File: src/rtl/vrf_seq.sv
// Vector register file element sequencer: streams vs1[i]/vs2[i] operand pairs to the
// execute unit under valid/ready and writes the in-order results back to vd[i].
module vrf_seq #(
   parameter int ELEMS = 8
) (
   input  logic        clk,
   input  logic        nrst,
   input  logic        cmd_valid,
   output logic        cmd_ready,
   input  logic [4:0]  cmd_vs1,
   input  logic [4:0]  cmd_vs2,
   input  logic [4:0]  cmd_vd,
   input  logic [3:0]  cmd_vl,
   output logic        ram_re,
   output logic [7:0]  ram_raddr1,
   output logic [7:0]  ram_raddr2,
   input  logic [31:0] ram_rdataA,
   input  logic [31:0] ram_rdataB,
   output logic        ram_we,
   output logic [7:0]  ram_waddr,
   output logic [31:0] ram_wdata,
   output logic        op_valid,
   input  logic        op_ready,
   output logic [31:0] op_a,
   output logic [31:0] op_b,
   output logic [2:0]  op_idx,
   input  logic        res_valid,
   input  logic [31:0] res_data,
   output logic        done,
   output logic        err
);

   localparam int         IW     = $clog2(ELEMS);
   localparam logic [3:0] VL_MAX = 4'(ELEMS);

   typedef enum logic [1:0] {
      S_IDLE,
      S_RUN,
      S_DRAIN,
      S_DONE
   } state_t;

   state_t      r_state;
   state_t      w_state_nxt;
   logic [4:0]  r_vs1;
   logic [4:0]  r_vs2;
   logic [4:0]  r_vd;
   logic [3:0]  r_vl;
   logic [3:0]  r_rcnt;
   logic [3:0]  r_wcnt;
   logic        r_op_valid;
   logic [2:0]  r_op_idx;
   logic        r_err;

   logic [3:0]  w_vl_clamp;
   logic        w_active;
   logic        w_issue;
   logic        w_we;
   logic [3:0]  w_wcnt_nxt;
   logic        w_op_valid_nxt;
   logic        w_complete;

   assign w_vl_clamp = (cmd_vl > VL_MAX) ? VL_MAX : cmd_vl;

   // NOTE: every signal written here gets a default first so no latch can be inferred.
   always_comb begin
      w_active       = (r_state == S_RUN) || (r_state == S_DRAIN);
      w_issue        = (r_state == S_RUN) && (r_rcnt < r_vl) && (!r_op_valid || op_ready);
      w_we           = w_active && res_valid && (r_wcnt < r_vl);
      w_wcnt_nxt     = r_wcnt + {3'b000, w_we};
      w_op_valid_nxt = r_op_valid;
      if (w_issue) begin
         w_op_valid_nxt = 1'b1;
      end else if (r_op_valid && op_ready) begin
         w_op_valid_nxt = 1'b0;
      end
      // Completion looks at the post-write count so done follows the final write directly.
      w_complete     = (r_rcnt == r_vl) && (w_wcnt_nxt == r_vl) && !r_op_valid;

      w_state_nxt = r_state;
      case (r_state)
         S_IDLE: begin
            if (cmd_valid) begin
               w_state_nxt = (w_vl_clamp != 4'd0) ? S_RUN : S_DONE;
            end
         end
         S_RUN: begin
            if (w_complete) begin
               w_state_nxt = S_DONE;
            end else if (r_rcnt == r_vl) begin
               w_state_nxt = S_DRAIN;
            end
         end
         S_DRAIN: begin
            if (w_complete) begin
               w_state_nxt = S_DONE;
            end
         end
         S_DONE:  w_state_nxt = S_IDLE;
         default: w_state_nxt = S_IDLE;
      endcase
   end

   // NOTE: sequential state uses non-blocking assignments only, so all registers update together.
   always_ff @(posedge clk or negedge nrst) begin
      if (!nrst) begin
         r_state    <= S_IDLE;
         r_vs1      <= '0;
         r_vs2      <= '0;
         r_vd       <= '0;
         r_vl       <= '0;
         r_rcnt     <= '0;
         r_wcnt     <= '0;
         r_op_valid <= 1'b0;
         r_op_idx   <= '0;
         r_err      <= 1'b0;
      end else begin
         r_state    <= w_state_nxt;
         r_op_valid <= w_op_valid_nxt;
         r_err      <= r_err | (res_valid && !w_we);
         if (r_state == S_IDLE) begin
            if (cmd_valid) begin
               r_vs1  <= cmd_vs1;
               r_vs2  <= cmd_vs2;
               r_vd   <= cmd_vd;
               r_vl   <= w_vl_clamp;
               r_rcnt <= '0;
               r_wcnt <= '0;
            end
         end else begin
            if (w_issue) begin
               r_rcnt   <= r_rcnt + 4'd1;
               r_op_idx <= r_rcnt[IW-1:0];
            end
            r_wcnt <= w_wcnt_nxt;
         end
      end
   end

   assign cmd_ready  = (r_state == S_IDLE);
   assign done       = (r_state == S_DONE);
   assign ram_re     = w_issue;
   assign ram_raddr1 = {r_vs1, r_rcnt[IW-1:0]};
   assign ram_raddr2 = {r_vs2, r_rcnt[IW-1:0]};
   assign ram_we     = w_we;
   assign ram_waddr  = {r_vd, r_wcnt[IW-1:0]};
   assign ram_wdata  = res_data;
   // The RAM holds its read data while ram_re is low, which keeps op_a/op_b stable on a stall.
   assign op_valid   = r_op_valid;
   assign op_idx     = r_op_idx;
   assign op_a       = ram_rdataA;
   assign op_b       = ram_rdataB;
   assign err        = r_err;

endmodule

File: config.mk
export PLATFORM = sky130hd
export DESIGN_NAME = vrf_seq
export DESIGN_NICKNAME = d
export VERILOG_FILES = /design/src/rtl/vrf_seq.sv
export SDC_FILE = /design/constraint.sdc
export NUM_CORES = 1
export LEC_CHECK = 0
export ABC_CLOCK_PERIOD_IN_PS = 7320
export BUFFER_PORTS_ARGS = -buffer_cell sky130_fd_sc_hd__buf_2
export CORE_AREA = 2 2 96 98
export DETAILED_ROUTE_END_ITERATION = 8
export DIE_AREA = 0 0 98 100
export PLACE_DENSITY_LB_ADDON = 0.2
export SLEW_MARGIN = 25
export SYNTH_ARGS = -nofsm -noshare
export SYNTH_HDL_FRONTEND = slang
export SYNTH_SLANG_ARGS = --single-unit
File: constraint.sdc
create_clock -name clk -period 7.32 [get_ports clk]
set_clock_uncertainty 0.15 [all_clocks]
set_input_delay 1.464 -clock clk [delete_from_list [all_inputs] [get_ports clk]]
set_output_delay 1.464 -clock clk [all_outputs]
set_load 0.02 [all_outputs]
==> flow_metrics.py <==
metrics = {
    "yosys": {
        "yosysSeqAreaShare_pct": 34.12,
        "avgSynthCellArea_um2": 9.741,
        "ys_top_cells_by_area": "dfrtp_1 34%, buf_4 32%, mux2_2 7.7%",
        "synth_area_leader_cell": "dfrtp_1",
        "synthCells": 256,
        "synthesis.area_um2": 2494,
        "ys_seq_elements": 34,
        "ys_warn_count": 0,
        "synth_nets": 390,
        "synth_top_area_share_pct": 34.12,
        "synthDistinctLibCells": 30,
    },
    "placed_design": {
        "place_inst": 314,
        "dpl.hpwl_mm": 3.604,
        "routabilityCongestion": 0.7053,
        "placed_area_um2": 2110,
        "portBuffers": 56,
    },
    "floorplan": {
        "die_w_um": 98,
        "core.rowCount": 35,
        "initial_utilization_pct": 28.05,
        "core_area_um2": 8890,
        "dieArea_um2": 9800,
        "die_h_um": 100,
        "ios": 249,
    },
    "global_routing": {
        "grt_pass1_vias": 1417,
        "busiest_layer": "met2",
        "grt_max_degree": 35,
        "grt_pass1_wl_mm": 7.631,
        "antenna_found_initial": 0,
        "met2_usage_pct": 14.54,
        "met3_usage_pct": 3.691,
        "track_usage_pct": 9.922,
        "grt_overflow": 0,
        "use_met1_pct": 11.27,
    },
    "routing": {
        "ant_nets": 0,
        "drtPass1Iterations": 4,
        "routed_wirelength_mm": 4.843,
        "wire_per_inst_um": 15.04,
        "drt_iter0_drc": 26,
        "post-route-drc-count": 0,
        "viasPerCell": 4.407,
        "vias": 1419,
    },
    "setup_path": {
        "r2r_end": "r_state[0]",
        "crit_end": "ram_we",
        "worstPathMaxFanout": 3,
        "crit_buf_inv": 2,
        "slowest_delay_ns": 0.39,
        "crit_path_start": "res_valid",
        "critPathArrivalTime_ns": 2.24,
        "crit_type": "input port to output pin",
        "ff2ff_setup_slack_ns": 4.00,
        "crit_family": "compound AO/OA/AOI/OAI gates",
        "cp.depth": 4,
        "timing.rr.start": "r_vl[1]",
        "cp.required_ns": 5.71,
        "cp_cell_sequence": "buf_2 > nand2_1 > a211oi_1 > buf_2",
        "start_kind": "input port",
        "crit_path_end_kind": "output pin",
        "crit_top_cell": "buf_2",
        "crit_slowest_cell": "a211oi_1",
        "reg2reg_depth": 12,
    },
    "clocking": {
        "tritoncts": "built",
        "worstSkewPairLatency_ns": 0.29,
        "post_cts_buffers": 0,
        "ctsHtreeMaxLevel": 2,
        "cts_made_buffers": 5,
        "root_buffer": "clkbuf_8",
        "clock-sinks": 34,
        "ctsHoldBuffers": 0,
        "clk_path_buf_depth": 2,
        "ctsResizeCount": 0,
        "clkSlewWorstSetupHoldPaths_ns": 0.08,
    },
    "sta": {
        "finalMaxSlewViolations": 0,
        "period_share_pct": 52.62,
        "period_minus_slack_ns": 3.852,
        "clock.fmax_mhz": 259.6,
        "worst_slew_pin_slew_ns": 0.8993,
        "rsz0062_at_grt": "false",
        "hold_viol": 0,
        "fin_tns_setup_ns": 0,
        "setup_viol": 0,
        "slew_headroom_pct": 39.78,
    },
    "pwr": {
        "power.density_nw_per_um2": 462.4,
        "p_leak_nw": 1.085,
        "report.power.total_mw": 1.028,
        "ir_drop_uv": 140.3,
    },
    "finish": {
        "area_growth_pct": -10.84,
        "instances_no_fill": 322,
        "nFillCells": 969,
        "fin_util_pct": 25.01,
        "final_area_um2": 2223,
        "drive_gt1_share_pct": 39.81,
        "nets": 344,
        "antenna_cells": 0,
    },
    "worst_hold_path": {
        "worstHoldPathCells": 1,
        "hp-class": "register to register",
    },
    "outcome": {
        "status": "completed",
    },
    "flow_run": {
        "drv_cap": 0,
    },
}
[metal layers]
metal,vias to the layer above,part of all wire (%)
li1,643,-
met1,646,39
met2,74,43
met3,56,11
met4,0,7.0
met5,-,0
[logic make-up after synthesis]
group                    Yosys count  share of synthesized area [%]
flip-flops                        34                          34.12
AO/OA/AOI/OAI                     26                          6.824
adder cells (fa/ha/maj)           14                          7.025
buffers and inverters            121                          34.12
multiplexers                      18                          8.078
XOR/XNOR                           8                          2.810
AND/OR/NAND/NOR                   35                          7.025
[flip-flops by register name, summed over array words and instances, names as in the netlist]
signal / flops
r_vd: 5
r_vs1: 5
r_vs2: 5
r_rcnt: 4
r_vl: 4
r_wcnt: 4
op_idx: 3
r_state: 2
err: 1
op_valid: 1
[metrics by stage]
step / hold WS, ns / worst slack [ns]
after global placement: 0.3120 / 3.475
after global routing: 0.3668 / 3.336
after floorplan: 0.2998 / 3.393
after CTS: 0.3386 / 3.426
final: 0.3324 / 3.468
after detailed placement: 0.3147 / 3.415
[final cells by class]
type                    instances  area (um2)  share of cell area [%]
repair buffers                 56       280.3                   12.61
inverters                      12       45.04                   2.026
multi-input cells             101       794.5                   35.73
clock inverters                 3       45.04                   2.026
clock buffers                   5       68.82                   3.095
flip-flops and latches         34       850.8                   38.27
well taps                     111       138.9                   6.246
[where the power goes]
part | switching (mW) | internal (mW) | leakage, nW
combinational | 0.303 | 0.212 | 0.614
clock | 0.0786 | 0.101 | 0.0504
sequential | 0.0636 | 0.269 | 0.421
[worst register-to-register path, delay by kind of cell, from the launching register on]
family	cells	cell delay, ns
flip-flops	1	0.42
adder cells (fa/ha/maj)	3	0.79
XOR/XNOR	1	0.16
AND/OR/NAND/NOR	2	0.28
buffers and inverters	1	0.09
AO/OA/AOI/OAI	5	1.30
[cell usage in the layout (no fill, tap or decap), types with 2 or more instances in the layout]
cell type / n
a21o_1: 3
nand3_1: 7
o22ai_1: 2
xor2_1: 4
buf_2: 56
ha_1: 14
nand2b_1: 5
a211oi_1: 2
clkinvlp_4: 2
nand2_1: 13
nor2_1: 4
o2bb2ai_1: 2
clkbuf_8: 5
xnor2_1: 4
o21ai_0: 10
inv_1: 12
a21oi_1: 2
mux2_2: 17
dfrtp_1: 34
[how the worst min path moves through the flow]
stage              start  slack, ns         to
2_1_floorplan    r_vl[2]       0.30    r_vl[2]
3_3_place_gp   op_idx[2]       0.31  op_idx[2]
3_5_place_dp         err       0.31        err
4_1_cts              err       0.34        err
5_1_grt          r_vd[1]       0.37    r_vd[1]
6_report             err       0.33        err
[Yosys cell counts]
library cell  number
nand2b_1           5
a21o_1             3
nand3_1            7
or4_1              1
nand2_1           14
a221oi_1           1
xor2_1             4
o311ai_0           1
a211oi_1           2
mux2_2            17
nor2_1             4
nand4_1            1
a21oi_1            2
o21bai_1           1
xnor2_1            4
or3b_2             1
o2bb2ai_1          2
nor4_2             1
buf_2              2
ha_1              14
o32a_1             1
o22ai_1            2
clkbuf_1           2
mux2i_1            1
o211ai_1           1
nor2b_1            1
o21ai_0           10
buf_4            105
dfrtp_1           34
inv_1             12
No activity file was read; power rests on OpenSTA's default activity.
